## src/rtl/rgst_drain_if.sv

```systemverilog
// Producer/consumer bundle for rgst_drain: push strobe and data in, valid/ready head word out,
// plus occupancy and overrun status.
interface rgst_drain_if #(
  parameter int dw    = 'h10,
  parameter int depth = 4
);
  localparam int cw = $clog2(depth) + 1;

  logic          clr;
  logic          ld;
  logic [dw-1:0] d;
  logic          rdy;
  logic          vld;
  logic [dw-1:0] q;
  logic [cw-1:0] cnt;
  logic          full;
  logic          ovf;

  modport master (
    output clr, ld, d, rdy,
    input  vld, q, cnt, full, ovf
  );

  modport slave (
    input  clr, ld, d, rdy,
    output vld, q, cnt, full, ovf
  );
endinterface

```

## src/rtl/rgst_drain.sv

```systemverilog
// Circular buffer between a non-stallable ld/d producer and a valid/ready consumer.
// Words that arrive while full with no pop are dropped and latched into a sticky ovf flag.
module rgst_drain #(
  parameter int            dw      = 'h10,
  parameter int            depth   = 4,
  parameter logic [dw-1:0] clr_val = '0
) (
  input  logic         clk,
  input  logic         rst,
  rgst_drain_if.slave  bus
);
  localparam int aw = $clog2(depth);
  localparam int cw = aw + 1;
  localparam logic [cw-1:0] cnt_full = cw'(depth);

  logic [dw-1:0] mem_q [depth];
  logic [dw-1:0] mem_d [depth];
  logic [aw-1:0] rd_ptr_q, rd_ptr_d;
  logic [aw-1:0] wr_ptr_q, wr_ptr_d;
  logic [cw-1:0] cnt_q, cnt_d;
  logic          ovf_q, ovf_d;

  logic vld;
  logic full;
  logic pop;
  logic push;

  assign vld  = (cnt_q != '0);
  assign full = (cnt_q == cnt_full);
  assign pop  = vld & bus.rdy;
  // A pop in the same cycle frees the slot the incoming word needs, even when full.
  assign push = bus.ld & (~full | pop);

  always_comb begin
    mem_d    = mem_q;
    rd_ptr_d = rd_ptr_q;
    wr_ptr_d = wr_ptr_q;
    cnt_d    = cnt_q;
    ovf_d    = ovf_q;

    if (bus.clr) begin
      rd_ptr_d = '0;
      wr_ptr_d = '0;
      cnt_d    = '0;
      ovf_d    = 1'b0;
    end else begin
      if (pop) begin
        rd_ptr_d = rd_ptr_q + 1'b1;
      end
      if (push) begin
        mem_d[wr_ptr_q] = bus.d;
        wr_ptr_d        = wr_ptr_q + 1'b1;
      end
      case ({push, pop})
        2'b10:   cnt_d = cnt_q + 1'b1;
        2'b01:   cnt_d = cnt_q - 1'b1;
        default: cnt_d = cnt_q;
      endcase
      if (bus.ld & full & ~pop) begin
        ovf_d = 1'b1;
      end
    end
  end

  always_ff @(posedge clk or posedge rst) begin
    if (rst) begin
      for (int i = 0; i < depth; i++) begin
        mem_q[i] <= '0;
      end
      rd_ptr_q <= '0;
      wr_ptr_q <= '0;
      cnt_q    <= '0;
      ovf_q    <= 1'b0;
    end else begin
      mem_q    <= mem_d;
      rd_ptr_q <= rd_ptr_d;
      wr_ptr_q <= wr_ptr_d;
      cnt_q    <= cnt_d;
      ovf_q    <= ovf_d;
    end
  end

  assign bus.vld  = vld;
  assign bus.q    = vld ? mem_q[rd_ptr_q] : clr_val;
  assign bus.cnt  = cnt_q;
  assign bus.full = full;
  assign bus.ovf  = ovf_q;
endmodule

```

## src/flat_wrapper.sv

```systemverilog
// flat-port wrapper written by rule: the top's interface ports become plain ports
module rgst_drain_flat 
#(
  parameter int            dw      = 'h10,
  parameter int            depth   = 4,
  parameter logic [dw-1:0] clr_val = '0
)
  (clk, rst, bus_clr, bus_ld, bus_d, bus_rdy, bus_vld, bus_q, bus_cnt, bus_full, bus_ovf);
  rgst_drain_if #(.dw(dw), .depth(depth)) bus_i ();
  input  logic clk;
  input  logic rst;
  input wire logic [$bits(bus_i.clr)-1:0] bus_clr;
  input wire logic [$bits(bus_i.ld)-1:0] bus_ld;
  input wire logic [$bits(bus_i.d)-1:0] bus_d;
  input wire logic [$bits(bus_i.rdy)-1:0] bus_rdy;
  output wire logic [$bits(bus_i.vld)-1:0] bus_vld;
  output wire logic [$bits(bus_i.q)-1:0] bus_q;
  output wire logic [$bits(bus_i.cnt)-1:0] bus_cnt;
  output wire logic [$bits(bus_i.full)-1:0] bus_full;
  output wire logic [$bits(bus_i.ovf)-1:0] bus_ovf;
  assign bus_i.clr = bus_clr;
  assign bus_i.ld = bus_ld;
  assign bus_i.d = bus_d;
  assign bus_i.rdy = bus_rdy;
  assign bus_vld = bus_i.vld;
  assign bus_q = bus_i.q;
  assign bus_cnt = bus_i.cnt;
  assign bus_full = bus_i.full;
  assign bus_ovf = bus_i.ovf;
  rgst_drain #(.dw(dw), .depth(depth), .clr_val(clr_val)) u_core (.clk(clk), .rst(rst), .bus(bus_i));
endmodule
```

## config.mk

```make
export PLATFORM = sky130hd
export DESIGN_NAME = rgst_drain_flat
export DESIGN_NICKNAME = d
export VERILOG_FILES = /design/src/rtl/rgst_drain_if.sv /design/src/rtl/rgst_drain.sv /design/src/flat_wrapper.sv
export SDC_FILE = /design/constraint.sdc
export NUM_CORES = 1
export LEC_CHECK = 0
export BUFFER_PORTS_ARGS = -buffer_cell sky130_fd_sc_hd__buf_2
export CAP_MARGIN = 20
export CORE_AREA = 2 2 131 101
export CTS_CLUSTER_SIZE = 25
export DETAILED_ROUTE_END_ITERATION = 6
export DIE_AREA = 0 0 133 103
export GPL_TIMING_DRIVEN = 1
export PLACE_DENSITY = 0.47
export RECOVER_POWER = 25
export SLEW_MARGIN = 40
export SYNTH_ARGS = -nofsm -noshare
export SYNTH_HDL_FRONTEND = slang
export SYNTH_SLANG_ARGS = --single-unit
```

## constraint.sdc

```tcl
create_clock -name clk -period 5.7 [get_ports clk]
set_clock_uncertainty 0.05 [all_clocks]
set_input_delay 1.14 -clock clk [delete_from_list [all_inputs] [get_ports clk]]
set_output_delay 1.14 -clock clk [all_outputs]
set_load 0.005 [all_outputs]
```

==> run metrics <==
Initial Utilization between 20% and 30%; layout cell share with drive strength beyond 1 a little over half; Core Box Area approximately 0.013 sq mm; via count roughly 2100; clock latency on the worst-skew pair approximately 330 ps; initial antenna violation count 0; post-route ant nets 0; final setup fails 0; critical path launch point type flop; Setup Buffers After CTS 0; final wirelength ~7600 um; asr flop ratio synth between 90% and 100%; Max Freq 307.3 MHz; Syn Area/Cell ~15 sq um; Post-CTS Resized 0; Tmin final 3254 ps; GPL Wtd Cong between 0.7 and 0.8; largest net degree at the start of global routing between 70 and 80; Worst Path Buf+Inv 2; Max Cap Violations 0; count of input and output buffers 42; CP delay by family, top multiplexers; commonest non-fill, non-tap cells in the layout dfrtp_1, buf_2, mux2_4, mux2_2, nor2b_1; Area growth, synth to finish 21.28%; dominant cell type by area after synthesis dfrtp_1; worst-margin pin slew approximately 710 ps; Slowest-stage cell, CP mux4_2; Switching Fraction around a quarter; Comb pwr share 22.7%; CTS tree yes; Final nets between 300 and 400; ys flop type dfrtp_1; worst relative slew slack ~53%; Tot Pwr 1.872 mW; Post-synth EDFFs 0; Die ar. approximately 0.014 sq mm; gr usage total 11.84%; Critical Path Max Stage Delay 540 ps; setup_tns 0 ps; HP Class flop to flop; kind of critical path flop to output port; unrepaired setup endpoints after global routing no; top-area cell type share of the netlist area between 40 and 50%; outcome finished clean; sequential cell area fraction in the yosys report about half; Synthesized Nets between 200 and 300; synthesis-stage register bit count slightly above 70; CTS sink cnt 72; final hold vios 0; commonest non-fill, non-tap cell in the layout dfrtp_1; H-Tree Depth 3; Antenna Diode Count 0; CP required 4510 ps; detailed placement HPWL a little under 5000 um; clk root buf clkbuf_16; Syn. warnings 0; CP Cell Sequence buf_4 > mux4_2 > nor2b_1 > buf_2; synth unique cells 38; leakage power 1.961 nW; largest fanout on the critical path 14; I/O pin count 43; vias in the first global route 2147; Die Ht 103 um; post-synthesis cell area 0.003670 sq mm; VDD IR max approximately 180 uV; Tcrit/Tclk final 57.09%; Placed Cells about 440; Power Internal about 1.4 mW; CP Capture Type output port; Layout fillers about 1200; Clock transition at path regs approximately 50 ps; cts hold-fix bufs 0; DP Area ~0.004 sq mm; top post-synthesis cells by area dfrtp_1, mux2_4, mux4_2; Psw 0.4380 mW; Cells after Synth approximately 240; Pwr Density approximately 420 mW/mm^2; DR WL/cell about 17 um; starting DRC count in detailed routing around 110; Die X between 100 and 150 um; Num CTS Buffers 9; arrival time of the worst setup path 2060 ps; Max Root-Sink Buffers 2; drt via density between 4 and 5; global route total overflow 0; Finished Layout Cells roughly 460; Final Max Tran Viols 0; final instance area approximately 0.0045 sq mm; Seq pwr share a little over 40%; first-pass GRT wire length around 12000 um; DRC viols 0; drt pass-1 iters 4; clock network power share a little under two fifths; Core Rows 36
==> cell type report <==
cell class	instances	area (sq um)	share of cell area, %
Clock buffer	10	239.0	5.370
Clock inverter	5	128.9	2.896
Inverter	6	22.52	0.5060
Multi-Input combinational cell	144	1778	39.95
Sequential cell	72	1803	40.51
Tap cell	171	214.0	4.807
Timing Repair Buffer	49	265.3	5.960
==> kinds of logic after synthesis <==
family,after synthesis,synth area share [%]
XOR/XNOR,4,0.9548
adder cells (fa/ha/maj),5,1.909
buffers and inverters,25,4.228
multiplexers,82,34.13
AO/OA/AOI/OAI,11,2.114
flip-flops,72,49.10
AND/OR/NAND/NOR,42,7.569
==> sequential cells by signal, summed over array words and instances (netlist names) <==
signal	cells
u_core.wr_ptr_q	2
u_core.bus.ovf	1
u_core.rd_ptr_q	2
u_core.mem_q	64
u_core.bus.cnt	3
==> power groups by stage <==
stage	clock [mW]	combinational (mW)	sequential [mW]
4_1_cts	0.713	0.433	0.754
2_1_floorplan	0	0.351	0.719
5_1_grt	0.728	0.462	0.773
6_report	0.692	0.425	0.754
3_3_place_gp	0	0.426	0.759
3_5_place_dp	0	0.432	0.758
==> cells in the mapped netlist, drive strengths merged (2+ instances only) <==
cell type  instances
a21oi              2
nor2b             17
nand3              2
nand2b             3
inv                6
mux4              16
nor4bb             4
mux2              65
dfrtp             72
clkbuf             4
ha                 4
nor2               7
buf               15
nor4b              2
xor2               3
o2111ai            2
==> tightest hold or removal path: stages, from the launching register on <==
cell     delay [ps]
dfrtp_1         340
a21oi_1          50
nor2_1           70
==> worst paths after layout <==
kind	from	endpoint	slack (ps)	depth (start not counted)
max	u_core.rd_ptr_q[0]$_DFFE_PP0P_	bus_q[13]	2450	4
min	u_core.bus.ovf$_DFFE_PP0P_	u_core.bus.ovf$_DFFE_PP0P_	450	2
max reg2reg	u_core.bus.cnt[0]$_DFFE_PP0P_	u_core.bus.cnt[2]$_DFFE_PP0P_	3200	6
min reg2reg	u_core.bus.ovf$_DFFE_PP0P_	u_core.bus.ovf$_DFFE_PP0P_	450	2
max in group asynchronous	rst	u_core.rd_ptr_q[1]$_DFFE_PP0P_	4140	3
min in group asynchronous	rst	u_core.mem_q[43]$_DFFE_PP0P_	940	3
==> through the flow <==
stage               utilization, %  worst slack, ps  hold slack, ps
floorplan                        -             2685           425.1
global placement             32.46             2746           435.1
detailed placement           32.50             2729           437.2
CTS                          35.42             2370           451.8
global route                 35.41             2300           465.6
finish                       35.41             2446           447.8
==> layer usage <==
metal | track usage, % | share of wire (%)
met1 | 17.25 | 53
met4 | 3.970 | 1.1
met5 | 0 | 0
met3 | 3.540 | 3.7
met2 | 16.78 | 42
No activity file was read; power rests on OpenSTA's default activity.
